## src/rtl/geom_scheduler_if.sv

```systemverilog
// Host-side table write/commit handshake plus the presented-triangle output bus.
// GEOM_SCHED_CULL_DEGENERATE_EN adds the cull_count status field.
interface geom_scheduler_if #(
  parameter int IDX_W = 2
);
  logic             wr_valid;
  logic             wr_ready;
  logic [IDX_W-1:0] wr_index;
  logic [59:0]      wr_geometry;
  logic [2:0]       wr_color;
  logic             wr_enable;
  logic             commit;
  logic             commit_pending;
  logic             swap_done;
  logic [59:0]      geometry;
  logic [2:0]       color;
  logic             fill_en;
  logic [IDX_W-1:0] tri_index;
  logic [3:0]       frame_counter;
`ifdef GEOM_SCHED_CULL_DEGENERATE_EN
  logic [3:0]       cull_count;
`endif

  modport master (
    output wr_valid, wr_index, wr_geometry, wr_color, wr_enable, commit,
`ifdef GEOM_SCHED_CULL_DEGENERATE_EN
    input  cull_count,
`endif
    input  wr_ready, commit_pending, swap_done, geometry, color, fill_en,
           tri_index, frame_counter
  );

  modport slave (
    input  wr_valid, wr_index, wr_geometry, wr_color, wr_enable, commit,
`ifdef GEOM_SCHED_CULL_DEGENERATE_EN
    output cull_count,
`endif
    output wr_ready, commit_pending, swap_done, geometry, color, fill_en,
           tri_index, frame_counter
  );
endinterface

```

## src/rtl/geom_scheduler.sv

```systemverilog
// geom_scheduler: double-buffered triangle table, rotated per frame; GEOM_SCHED_CULL_DEGENERATE_EN culls zero-area entries.
// Latency: outputs update one cycle after a vsync rise or on swap completion; a swap copies one entry per cycle.
// Backpressure: wr_ready is low for the NUM_TRIS copy cycles; commits while armed or copying are ignored.
module geom_scheduler #(
  parameter int NUM_TRIS       = 4,
  parameter int FRAMES_PER_TRI = 1
) (
  input  logic            clk,
  input  logic            reset,
  input  logic            vsync,
  geom_scheduler_if.slave bus
);
  localparam int               IDX_W     = $clog2(NUM_TRIS);
  localparam logic [IDX_W-1:0] LAST_IDX  = IDX_W'(NUM_TRIS - 1);
  localparam logic [3:0]       DWELL_MAX = 4'(FRAMES_PER_TRI);

  typedef enum logic [1:0] {IDLE, ARMED, COPY} state_t;

  typedef struct packed {
    logic [59:0] geometry;
    logic [2:0]  color;
    logic        enable;
  } tri_entry_t;

  state_t           state, state_nxt;
  tri_entry_t       shadow_tbl [NUM_TRIS];
  tri_entry_t       active_tbl [NUM_TRIS];
  tri_entry_t       view_tbl   [NUM_TRIS];
  tri_entry_t       copy_entry;

  logic             vsync_q, evt;
  logic [IDX_W-1:0] copy_idx;
  logic             copy_last, copy_cull;
  logic [3:0]       dwell_q, dwell_inc;
  logic             dwell_wrap, rotate_evt;

  logic             first_found, next_found, pres_do, pres_found;
  logic [IDX_W-1:0] first_idx, next_idx, pres_idx, cand;

  logic [59:0]      geometry_q;
  logic [2:0]       color_q;
  logic             fill_en_q;
  logic [IDX_W-1:0] tri_index_q;
  logic [3:0]       frame_counter_q;
  logic             wr_ready_q, commit_pending_q, swap_done_q;

  assign evt        = vsync & ~vsync_q;
  assign copy_last  = (state == COPY) && (copy_idx == LAST_IDX);
  assign rotate_evt = (state == IDLE) && evt;
  assign dwell_inc  = dwell_q + 4'd1;
  assign dwell_wrap = dwell_inc >= DWELL_MAX;

`ifdef GEOM_SCHED_CULL_DEGENERATE_EN
  logic [59:0]        src_geom;
  logic signed [10:0] dx1, dy1, dx2, dy2;
  logic signed [21:0] ex1, ey1, ex2, ey2, cross;
  logic [3:0]         cull_q;

  // Zero edge-vector cross product means collinear vertices: nothing to fill.
  always_comb begin
    src_geom = shadow_tbl[copy_idx].geometry;
    dx1      = {1'b0, src_geom[39:30]} - {1'b0, src_geom[59:50]};
    dy1      = {1'b0, src_geom[29:20]} - {1'b0, src_geom[49:40]};
    dx2      = {1'b0, src_geom[19:10]} - {1'b0, src_geom[59:50]};
    dy2      = {1'b0, src_geom[9:0]}   - {1'b0, src_geom[49:40]};
    ex1      = {{11{dx1[10]}}, dx1};
    ey1      = {{11{dy1[10]}}, dy1};
    ex2      = {{11{dx2[10]}}, dx2};
    ey2      = {{11{dy2[10]}}, dy2};
    cross    = ex1 * ey2 - ey1 * ex2;
    copy_cull = (cross == 22'sd0);
  end

  always_ff @(posedge clk) begin
    if (!reset) begin
      cull_q <= 4'd0;
    end else if ((state == ARMED) && evt) begin
      cull_q <= 4'd0;
    end else if ((state == COPY) && shadow_tbl[copy_idx].enable && copy_cull &&
                 (cull_q != 4'hF)) begin
      cull_q <= cull_q + 4'd1;
    end
  end

  assign bus.cull_count = cull_q;
`else
  assign copy_cull = 1'b0;
`endif

  always_comb begin
    copy_entry        = shadow_tbl[copy_idx];
    copy_entry.enable = shadow_tbl[copy_idx].enable & ~copy_cull;
  end

  // The last entry lands in the active table on the same edge the outputs
  // are loaded, so the selection sees it through this bypass.
  always_comb begin
    for (int i = 0; i < NUM_TRIS; i++) view_tbl[i] = active_tbl[i];
    if (copy_last) view_tbl[NUM_TRIS-1] = copy_entry;

    first_found = 1'b0;
    first_idx   = '0;
    for (int i = NUM_TRIS - 1; i >= 0; i--) begin
      if (view_tbl[i].enable) begin
        first_found = 1'b1;
        first_idx   = IDX_W'(i);
      end
    end

    next_found = 1'b0;
    next_idx   = tri_index_q;
    cand       = '0;
    for (int k = NUM_TRIS; k >= 1; k--) begin
      cand = tri_index_q + IDX_W'(k);
      if (view_tbl[cand].enable) begin
        next_found = 1'b1;
        next_idx   = cand;
      end
    end

    pres_do    = copy_last || (rotate_evt && dwell_wrap);
    pres_found = copy_last ? first_found : next_found;
    pres_idx   = copy_last ? first_idx   : next_idx;
  end

  always_comb begin
    state_nxt = state;
    case (state)
      IDLE:    if (bus.commit) state_nxt = ARMED;
      ARMED:   if (evt) state_nxt = COPY;
      COPY:    if (copy_idx == LAST_IDX) state_nxt = IDLE;
      default: state_nxt = IDLE;
    endcase
  end

  always_ff @(posedge clk) begin
    if (!reset) begin
      state            <= IDLE;
      vsync_q          <= 1'b0;
      frame_counter_q  <= 4'd0;
      copy_idx         <= '0;
      dwell_q          <= 4'd0;
      geometry_q       <= 60'd0;
      color_q          <= 3'd0;
      fill_en_q        <= 1'b0;
      tri_index_q      <= '0;
      wr_ready_q       <= 1'b0;
      commit_pending_q <= 1'b0;
      swap_done_q      <= 1'b0;
      for (int i = 0; i < NUM_TRIS; i++) begin
        shadow_tbl[i].enable <= 1'b0;
        active_tbl[i].enable <= 1'b0;
      end
    end else begin
      state            <= state_nxt;
      vsync_q          <= vsync;
      wr_ready_q       <= (state_nxt != COPY);
      commit_pending_q <= (state_nxt != IDLE);
      swap_done_q      <= copy_last;
      if (evt) frame_counter_q <= frame_counter_q + 4'd1;

      if (bus.wr_valid && wr_ready_q)
        shadow_tbl[bus.wr_index] <= '{geometry: bus.wr_geometry,
                                      color:    bus.wr_color,
                                      enable:   bus.wr_enable};

      if ((state == ARMED) && evt) copy_idx <= '0;
      else if (state == COPY)      copy_idx <= copy_idx + IDX_W'(1);
      if (state == COPY) active_tbl[copy_idx] <= copy_entry;

      if (copy_last)       dwell_q <= 4'd0;
      else if (rotate_evt) dwell_q <= dwell_wrap ? 4'd0 : dwell_inc;

      if (pres_do) begin
        if (pres_found) begin
          geometry_q  <= view_tbl[pres_idx].geometry;
          color_q     <= view_tbl[pres_idx].color;
          fill_en_q   <= 1'b1;
          tri_index_q <= pres_idx;
        end else begin
          geometry_q  <= 60'd0;
          color_q     <= 3'd0;
          fill_en_q   <= 1'b0;
        end
      end
    end
  end

  assign bus.wr_ready       = wr_ready_q;
  assign bus.commit_pending = commit_pending_q;
  assign bus.swap_done      = swap_done_q;
  assign bus.geometry       = geometry_q;
  assign bus.color          = color_q;
  assign bus.fill_en        = fill_en_q;
  assign bus.tri_index      = tri_index_q;
  assign bus.frame_counter  = frame_counter_q;
endmodule

```

## src/flat_wrapper.sv

```systemverilog
// flat-port wrapper written by rule: the top's interface ports become plain ports
module geom_scheduler_flat 
#(
  parameter int NUM_TRIS       = 4,
  parameter int FRAMES_PER_TRI = 1
)
  (clk, reset, vsync, bus_wr_valid, bus_wr_index, bus_wr_geometry, bus_wr_color, bus_wr_enable, bus_commit, bus_wr_ready, bus_commit_pending, bus_swap_done, bus_geometry, bus_color, bus_fill_en, bus_tri_index, bus_frame_counter);
  geom_scheduler_if #(.IDX_W(2)) bus_i ();
  input  logic clk;
  input  logic reset;
  input  logic vsync;
  input wire logic [$bits(bus_i.wr_valid)-1:0] bus_wr_valid;
  input wire logic [$bits(bus_i.wr_index)-1:0] bus_wr_index;
  input wire logic [$bits(bus_i.wr_geometry)-1:0] bus_wr_geometry;
  input wire logic [$bits(bus_i.wr_color)-1:0] bus_wr_color;
  input wire logic [$bits(bus_i.wr_enable)-1:0] bus_wr_enable;
  input wire logic [$bits(bus_i.commit)-1:0] bus_commit;
  output wire logic [$bits(bus_i.wr_ready)-1:0] bus_wr_ready;
  output wire logic [$bits(bus_i.commit_pending)-1:0] bus_commit_pending;
  output wire logic [$bits(bus_i.swap_done)-1:0] bus_swap_done;
  output wire logic [$bits(bus_i.geometry)-1:0] bus_geometry;
  output wire logic [$bits(bus_i.color)-1:0] bus_color;
  output wire logic [$bits(bus_i.fill_en)-1:0] bus_fill_en;
  output wire logic [$bits(bus_i.tri_index)-1:0] bus_tri_index;
  output wire logic [$bits(bus_i.frame_counter)-1:0] bus_frame_counter;
  assign bus_i.wr_valid = bus_wr_valid;
  assign bus_i.wr_index = bus_wr_index;
  assign bus_i.wr_geometry = bus_wr_geometry;
  assign bus_i.wr_color = bus_wr_color;
  assign bus_i.wr_enable = bus_wr_enable;
  assign bus_i.commit = bus_commit;
  assign bus_wr_ready = bus_i.wr_ready;
  assign bus_commit_pending = bus_i.commit_pending;
  assign bus_swap_done = bus_i.swap_done;
  assign bus_geometry = bus_i.geometry;
  assign bus_color = bus_i.color;
  assign bus_fill_en = bus_i.fill_en;
  assign bus_tri_index = bus_i.tri_index;
  assign bus_frame_counter = bus_i.frame_counter;
  geom_scheduler #(.NUM_TRIS(NUM_TRIS), .FRAMES_PER_TRI(FRAMES_PER_TRI)) u_core (.clk(clk), .reset(reset), .vsync(vsync), .bus(bus_i));
endmodule
```

## config.mk

```make
export PLATFORM = sky130hd
export DESIGN_NAME = geom_scheduler_flat
export DESIGN_NICKNAME = d
export VERILOG_FILES = /design/src/rtl/geom_scheduler_if.sv /design/src/rtl/geom_scheduler.sv /design/src/flat_wrapper.sv
export SDC_FILE = /design/constraint.sdc
export NUM_CORES = 1
export LEC_CHECK = 0
export CAP_MARGIN = 0
export CORE_UTILIZATION = 53
export DETAILED_ROUTE_END_ITERATION = 10
export HOLD_SLACK_MARGIN = 0.15
export MAX_ROUTING_LAYER = met4
export PLACE_DENSITY = 0.75
export SLEW_MARGIN = 25
export SYNTH_ARGS = -nofsm -noshare
export SYNTH_HDL_FRONTEND = slang
export SYNTH_SLANG_ARGS = --single-unit
```

## constraint.sdc

```tcl
create_clock -name clk -period 6.35 [get_ports clk]
set_input_delay 1.27 -clock clk [delete_from_list [all_inputs] [get_ports clk]]
set_output_delay 1.27 -clock clk [all_outputs]
set_load 0.05 [all_outputs]
```

==> results.yml, run 1 <==
status:
  outcome: "finished clean"
critical_path:
  crit_fanout: 65
  crit_arrival_ns: 4.76
  critical_path_class: "register to register"
  start_kind: "register"
  worstPathRequired_ns: 6.79
  critPathCaptureType: "register"
  reg2reg_depth: 7
logic_synthesis:
  synth.avg_cell_area_um2: 16.4
  synth_top_family_by_area: "simple AND/OR/NAND/NOR gates"
  synth-compound-area-share: 0.0473
  syn_area_mm2: 0.0229
  ys_types: 50
  muxShareOfSynthArea: 0.0928
  netlist_instances: 1399
  ys_seq_area_frac: 0.742
  synth_edf_count: 506
  yosysWarnings: 0
  synth-xor-area-share: 0.00191
  yosys_most_used_dff: "edfxtp_1"
  yosys.area_share.adder: 0.00218
  ys_seq_elements: 596
  synth_async_sr_flop_share: 0
  synthSimpleGateAreaFrac: 0.0956
  syn_nets: 1474
min_path:
  worstHoldPathCells: 2
  hold_path_class: "register to register"
timing:
  tns_ns: 0
  slew_viol_final: 0
  finalCriticalPeriod_ns: 4.31
  skew_ns: 0.0146
  max_freq_mhz: 232
  setup_viol: 0
  fin_crit_sh: 0.679
  rsz0062_at_grt: "no"
  worst_pin_slew_ns: 1.07
  hold_viol_final: 0
  slew-limit-headroom: 0.287
cells_and_area:
  area_growth_pct: 17.1
  fin_area_mm2: 0.0268
  postLayoutCoreUtil: 0.634
  stdcell_count: 2155
  final_common_cell: "edfxtp_1"
  layout-drive-gt1-share: 0.126
  final_cell_mix: "edfxtp_1, clkdlybuf4s50_1, dfxtp_1"
  num-nets-final: 1606
  fillerInstances: 2917
placed_design:
  numPortBuffers: 143
  placed_area_mm2: 0.0250
  dpl.hpwl_um: 28000
  gp_congestion: 0.811
  dp_cells: 2049
power_and_ir_drop:
  seqPwrFrac: 0.540
  combPwrFrac: 0.048
  ir_drop_uv: 221
  powerDensity_mw_per_mm2: 294
  p_leak_uw: 0.00958
  p_switching_uw: 1630
  intPower_uw: 6260
  switching_share: 0.206
  p_clk_frac: 0.412
floorplan:
  die_x_um: 210
  ioPinCount: 144
  die_h_um: 210
  rows: 75
  start_util: 0.542
  core_region_area_mm2: 0.0423
  fp.dieArea_mm2: 0.0441
route:
  dr.pass1.iters: 5
  ant_nets: 0
  wl_per_cell_um: 23.2
  drt_wl_total_um: 50100
  drtIter0Drc: 1148
  drc: 0
  vias_per_cell: 6.00
  vias: 12900
global_routing:
  antenna_found_initial: 1
  grt_usage: 0.238
  first_global_vias: 13000
  grt_max_degree: 67
  gr-total-overflow: 0
  grt_pass1_wl_um: 76700
clock_network:
  clockRootBuffer: "clkbuf_16"
  clk_pin_slew_ns: 0.06
  insertion_delay_ns: 0.58
  numCtsBuffers: 56
  h-tree-depth: 2
  holdBufCountCts: 0
  postCtsSetupRepairBufs: 0
  clk_path_buf_depth: 3
  clock-sinks: 596
  cts_tree: "done"
  ctsResizeCount: 0
flow_run:
  maxCapViolations: 0
==> sequential cells by signal, summed over array words and instances (netlist names), named ones only <==
register	flops
u_core.bus.tri_index	2
u_core.bus.geometry	60
u_core.bus.fill_en	1
u_core.copy_idx	2
u_core.dwell_q	4
u_core.bus.commit_pending	1
u_core.bus.wr_ready	1
u_core.bus.frame_counter	4
u_core.state	2
u_core.bus.swap_done	1
u_core.bus.color	3
u_core.shadow_tbl	256
u_core.vsync_q	1
u_core.active_tbl	256
==> synthesized netlist by cell type, types with 9 or more instances <==
cell type | instances | area, um^2
and3_1 | 67 | 419
o21ai_0 | 9 | 45.0
clkbuf_1 | 62 | 233
and2_1 | 68 | 425
nor3_1 | 69 | 345
o22ai_1 | 62 | 388
buf_2 | 21 | 105
or3_1 | 65 | 407
nor2_1 | 22 | 82.6
mux4_2 | 64 | 1440
o211ai_1 | 63 | 473
dfxtp_1 | 90 | 1800
edfxtp_1 | 506 | 15200
nand2_1 | 81 | 304
mux2i_1 | 66 | 661
==> cell type report <==
type / count / area (um^2) / area share
diodes: 1 / 2.50 / 0.0000932
clock buffers: 70 / 1510 / 0.0561
clock inverters: 34 / 288 / 0.0107
inverters: 8 / 30.0 / 0.00112
multi-input cells: 699 / 5630 / 0.210
flip-flops and latches: 596 / 17000 / 0.633
well taps: 577 / 722 / 0.0269
repair buffers: 170 / 1660 / 0.0618
==> path summary, 6_finish.rpt <==
path	slack, ns	start	endpoint
setup reg to reg	2.04	register	u_core.bus.geometry[18]$_SDFFE_PN0P_
setup / recovery	2.04	register	u_core.bus.geometry[18]$_SDFFE_PN0P_
hold / removal	0.44	u_core.dwell_q[2]$_SDFFE_PP0P_	u_core.dwell_q[2]$_SDFFE_PP0P_
hold reg to reg	0.44	u_core.dwell_q[2]$_SDFFE_PP0P_	u_core.dwell_q[2]$_SDFFE_PP0P_
==> per-layer routing <==
metal / GRT usage / part of all wire
met5: - / 0
met4: 0.0753 / 0.027
met3: 0.0323 / 0.074
met2: 0.395 / 0.51
met1: 0.307 / 0.39
==> critical path: stages (launching register included) <==
cell and delay [ns]:
dfxtp_4 0.76, mux4_2 0.65, a21oi_1 0.33, or3_4 0.84, nand2_4 0.58, buf_4 0.54, mux2i_1 0.29, o211ai_1 0.10
==> cells by family after synthesis <==
kind of cell,count (synthesis)
xor gates and xnor gates,5
DFF,596
and+or+nand+nor,401
AOI/OAI and AO/OA,157
muxes,132
buffers and inverters,104
adders and majority gates,4
==> stage by stage <==
step / hold WS (ns) / total power [uW] / setup WS (ns)
finish: 0.441 / 7880 / 2.04
global route: 0.460 / 8100 / 1.83
CTS: 0.444 / 7920 / 2.01
detailed placement: 0.434 / 4720 / 2.00
global placement: 0.424 / 4710 / 2.13
floorplan: 0.408 / 4570 / 1.78
==> power by group through the flow <==
stage	clock network, uW	logic [uW]	registers (uW)
after detailed placement	0	374	4350
after global placement	0	369	4350
final	3250	375	4260
after CTS	3280	377	4260
after global routing	3440	400	4260
after floorplan	0	194	4370
Power figures use the tool's default switching activity.
==> run 2, diff against run 1 <==
==> constraint.sdc (replaced) <==
create_clock -name clk -period 3.9 [get_ports clk]
set_input_delay 0.78 -clock clk [delete_from_list [all_inputs] [get_ports clk]]
set_output_delay 0.78 -clock clk [all_outputs]
set_load 0.05 [all_outputs]
==> run 2 against run 1 <==
Against the previous run:
- final cell count increased by 0.65%
- wire length grew 2.3%
- total power grew 60%
- clock skew rose by 0.0041 ns
- non-clock buffer count up 15
- clock-buffer cell count rose by 14
- largest cell class unchanged
- cell area rose by 0.20%
- worst hold slack worse by 0.0067 ns
- die area did not move
- critical endpoint is now u_core.bus.geometry[43]$_SDFFE_PN0P_
- first-iteration DRC count increased by 15%
- combinational power rose by 71%
- flip-flop and latch count unchanged
- critical path type unchanged
- largest power group unchanged
==> results.yml, run 2 (same netlist as run 1, synthesis figures left out) <==
status:
  outcome: "finished clean"
placed_design:
  placed_area_mm2: 0.0252
  dpl.hpwl_um: 29200
  gp_congestion: 0.808
  numPortBuffers: 143
global_routing:
  first_global_vias: 13000
  grt_pass1_wl_um: 78000
  antenna_found_initial: 1
  gr-total-overflow: 0
  grt_max_degree: 67
  grt_usage: 0.245
clock_network:
  cts_tree: "done"
  h-tree-depth: 2
  clk_path_buf_depth: 3
  numCtsBuffers: 56
  clk_pin_slew_ns: 0.06
  clockRootBuffer: "clkbuf_16"
  holdBufCountCts: 0
  clock-sinks: 596
  ctsResizeCount: 0
  postCtsSetupRepairBufs: 0
  insertion_delay_ns: 0.60
floorplan:
  ioPinCount: 144
  start_util: 0.542
  die_x_um: 210
  die_h_um: 210
  fp.dieArea_mm2: 0.0441
  core_region_area_mm2: 0.0423
  rows: 75
critical_path:
  critPathCaptureType: "register"
  worstPathRequired_ns: 4.36
  start_kind: "register"
  crit_arrival_ns: 3.67
  crit_fanout: 31
  critical_path_class: "register to register"
cells_and_area:
  fin_area_mm2: 0.0269
  area_growth_pct: 17.3
  final_cell_mix: "edfxtp_1, clkdlybuf4s50_1, dfxtp_1"
  layout-drive-gt1-share: 0.131
  num-nets-final: 1621
  postLayoutCoreUtil: 0.636
  final_common_cell: "edfxtp_1"
timing:
  worst_pin_slew_ns: 1.05
  slew-limit-headroom: 0.297
  fin_crit_sh: 0.824
  finalCriticalPeriod_ns: 3.21
  skew_ns: 0.0187
  tns_ns: 0
  hold_viol_final: 0
  slew_viol_final: 0
  rsz0062_at_grt: "no"
  max_freq_mhz: 311
  setup_viol: 0
route:
  drc: 0
  dr.pass1.iters: 5
  ant_nets: 0
  vias: 12900
  vias_per_cell: 5.94
  drtIter0Drc: 1318
  drt_wl_total_um: 51200
  wl_per_cell_um: 23.6
power_and_ir_drop:
  ir_drop_uv: 345
  powerDensity_mw_per_mm2: 470
  p_leak_uw: 0.00963
flow_run:
  maxCapViolations: 0
min_path:
  hold_path_class: "register to register"
## run 2: cell types whose count changed in the layout (fill, tap and decap cells not counted), sizes merged
cell and delta:
buf +15, clkbuf +14, clkinv -8, bufinv -4
clkinvlp -2, inv -1
## run 2: final timing paths
path / from / to / slack, ns / cells after the start
worst max-delay path: u_core.copy_idx[0]$_SDFFE_PP0N_ / u_core.bus.geometry[43]$_SDFFE_PN0P_ / 0.69 / 7
worst min-delay path: u_core.dwell_q[3]$_SDFFE_PP0P_ / u_core.dwell_q[3]$_SDFFE_PP0P_ / 0.43 / 2
worst max register to register: u_core.copy_idx[0]$_SDFFE_PP0N_ / u_core.bus.geometry[43]$_SDFFE_PN0P_ / 0.69 / 7
worst min register to register: u_core.dwell_q[3]$_SDFFE_PP0P_ / u_core.dwell_q[3]$_SDFFE_PP0P_ / 0.43 / 2
## run 2: final cells by class
class                           instances  area (um^2)
Multi-Input combinational cell        699         5640
Fill cell                            2951        15400
Timing Repair Buffer                  185         1790
Antenna cell                            1         2.50
Inverter                                8         30.0
Clock inverter                         19          111
Sequential cell                       596        17000
Clock buffer                           84         1600
Tap cell                              577          722
## run 2: layer usage
metal	GRT usage	routed length, um
met1	0.319	20200
met5	-	0
met4	0.0737	1280
met2	0.402	26000
met3	0.0372	3750
## run 2: metrics by stage
step	setup WS, ns	hold WS [ns]	cells	power (uW)
after floorplan	-0.100	0.408	1399	7440
after global placement	0.637	0.419	2065	7690
after detailed placement	0.583	0.424	2065	7710
after CTS	0.679	0.433	2168	12700
after global routing	0.464	0.459	2169	13000
final	0.686	0.434	2169	12600
## run 2: worst max-delay path, cell delays in order, from the launching register on
cell and delay (ns):
dfxtp_1 0.54, ha_1 0.28, nand3b_1 0.40, or3_4 0.74, nand2_4 0.13, buf_4 0.54
mux2i_1 0.32, o211ai_1 0.11
## run 2: report_power, final
part / switching, uW / internal (uW) / leakage, uW
logic: 389 / 252 / 0.00266
clock network: 2190 / 2880 / 0.000844
registers: 33.5 / 6890 / 0.00612
==> run 3, diff against run 2 <==
==> constraint.sdc (replaced) <==
create_clock -name clk -period 2.7 [get_ports clk]
set_input_delay 0.54 -clock clk [delete_from_list [all_inputs] [get_ports clk]]
set_output_delay 0.54 -clock clk [all_outputs]
set_load 0.05 [all_outputs]
==> run 3 against run 2 <==
Against the previous run:
- setup slack worse by 0.57 ns
- first-iteration DRC count down 13%
- critical path depth down 6
- register-to-register slack worse by 0.52 ns
- die area unchanged
- flip-flop and latch count unchanged
- final cell count up 0.60%
- combinational power up 54%
- total power up 48%
- cell area up 1.9%
- non-clock buffer count up 11
- wire length up 1.3%
- critical path type is now register to output port
- critical endpoint is now bus_tri_index[1]
- highest routed layer unchanged
==> results.yml, run 3 (same netlist as run 1, synthesis figures left out) <==
status:
  outcome: "finished clean"
power_and_ir_drop:
  ir_drop_uv: 543
  total_power_uw: 18700
  combPwrFrac: 0.053
  p_switching_uw: 3930
  switching_share: 0.210
  p_clk_frac: 0.414
  powerDensity_mw_per_mm2: 684
  p_leak_uw: 0.00982
  intPower_uw: 14800
  seqPwrFrac: 0.533
critical_path:
  cp_slowest_stage_delay_ns: 0.93
  crit_fanout: 9
  path_cells: "clkdlybuf4s50_1"
  critPathCaptureType: "output port"
  worstPathRequired_ns: 2.16
  worst_path_max_delay_cell: "clkdlybuf4s50_1"
  reg2reg_depth: 8
  reg2reg_from: "u_core.copy_idx[0]$_SDFFE_PP0N_"
  critical_path_class: "register to output port"
  start_kind: "register"
  cpLargestDelayFamily: "buffers and inverters"
  crit_arrival_ns: 2.05
  worstPathBufferInverterCount: 1
  regToRegEndpoint: "u_core.bus.geometry[49]$_SDFFE_PN0P_"
  r2r_slack_ns: 0.17
placed_design:
  numPortBuffers: 143
  dpl.hpwl_um: 29200
  gp_congestion: 0.823
  dp_cells: 2076
timing:
  fin_crit_sh: 0.958
  finalCriticalPeriod_ns: 2.59
  hold_ws_ns: 0.349
  slew-limit-headroom: 0.458
  worst_pin_slew_ns: 0.814
  max_freq_mhz: 387
  skew_ns: 0.0147
  setup_viol: 0
  slew_viol_final: 0
  tns_ns: 0
  rsz0062_at_grt: "no"
  hold_viol_final: 0
route:
  drtIter0Drc: 1148
  wl_per_cell_um: 23.8
  drt_wl_total_um: 51900
  ant_nets: 0
  drc: 0
  vias: 13100
  dr.pass1.iters: 5
  vias_per_cell: 6.02
clock_network:
  ctsResizeCount: 0
  holdBufCountCts: 0
  h-tree-depth: 2
  clk_pin_slew_ns: 0.06
  cts_tree: "done"
  postCtsSetupRepairBufs: 0
  clockRootBuffer: "clkbuf_16"
  clock-sinks: 596
  clk_path_buf_depth: 3
  numCtsBuffers: 57
  insertion_delay_ns: 0.61
floorplan:
  rows: 75
  die_x_um: 210
  start_util: 0.542
  core_region_area_mm2: 0.0423
  die_h_um: 210
  ioPinCount: 144
  fp.dieArea_mm2: 0.0441
cells_and_area:
  fillerInstances: 2911
  area_growth_pct: 19.6
  postLayoutCoreUtil: 0.648
  final_common_cell: "edfxtp_1"
  stdcell_count: 2182
  num-nets-final: 1633
  register_area_mm2: 0.0170
  diodes: 0
  multi_input_area_mm2: 0.00566
  final_cell_mix: "edfxtp_1, clkdlybuf4s50_1, dfxtp_1"
  layout-drive-gt1-share: 0.146
global_routing:
  gr-total-overflow: 0
  grt_usage: 0.247
  grt_max_degree: 67
  first_global_vias: 13400
  antenna_found_initial: 0
  grt_pass1_wl_um: 78900
min_path:
  worstHoldStart: "reset"
  worstHoldPathCells: 3
  worstHoldEndpoint: "u_core.active_tbl[1][0]$_DFF_P_"
  hold_path_class: "primary input to register"
flow_run:
  maxCapViolations: 0
[run 3: cell count changes in the layout (fill, tap and decap cells not counted), sizes merged]
| cell | change |
|---|---|
| buf | +11 |
| bufinv | +1 |
| clkbuf | +5 |
| clkinv | -10 |
| clkinvlp | +5 |
| diode | -1 |
| inv | +2 |
[run 3: area by class of cell]
class,count,share of cell area
Sequential cell,596,0.621
Timing Repair Buffer,196,0.0780
Clock inverter,17,0.00621
Inverter,8,0.00110
Tap cell,577,0.0263
Clock buffer,89,0.0612
Multi-Input combinational cell,699,0.206
[run 3: layer usage]
| metal | up-vias | global-route usage | part of all wire | routed length [um] |
|---|---|---|---|---|
| met5 | - | - | 0 | 0 |
| met2 | 596 | 0.395 | 0.50 | 25900 |
| met4 | 0 | 0.0906 | 0.028 | 1470 |
| met3 | 94 | 0.0338 | 0.079 | 4110 |
| li1 | 5816 | - | - | - |
| met1 | 6636 | 0.326 | 0.39 | 20400 |
[run 3: worst max path at each step]
stage                                           end                                  from  slack [ns]  depth (start not counted)
2_1_floorplan    u_core.shadow_tbl[1][10]$_DFFE_PP_                                 reset       -0.09                          2
3_3_place_gp   u_core.bus.geometry[58]$_SDFFE_PN0P_                                 vsync       -0.21                          8
3_5_place_dp   u_core.bus.geometry[59]$_SDFFE_PN0P_                                 vsync       -0.28                          8
4_1_cts                            bus_tri_index[1]  u_core.bus.tri_index[1]$_SDFFE_PN0P_        0.08                          1
5_1_grt        u_core.bus.geometry[35]$_SDFFE_PN0P_       u_core.copy_idx[1]$_SDFFE_PP0N_        0.01                          8
6_report                           bus_tri_index[1]  u_core.bus.tri_index[1]$_SDFFE_PN0P_        0.11                          1
[run 3: power groups by stage]
stage,clock network (uW),logic [uW],registers (uW)
final,7760,987,10000
after global routing,8230,1050,10000
after CTS,7860,993,10000
after detailed placement,0,986,10200
after global placement,0,973,10200
after floorplan,0,461,10300
[run 3: stage by stage]
stage / instance area, um^2 / setup WS [ns]
2_1_floorplan: 23000 / -0.0943
3_3_place_gp: 25600 / -0.211
3_5_place_dp: 25600 / -0.284
4_1_cts: 27400 / 0.0771
5_1_grt: 27400 / 0.0108
6_report: 27400 / 0.113
[run 3: tightest hold or removal path: stages]
cell and delay [ns]:
buf_2 0.20, nand2_1 0.10, mux2i_1 0.06
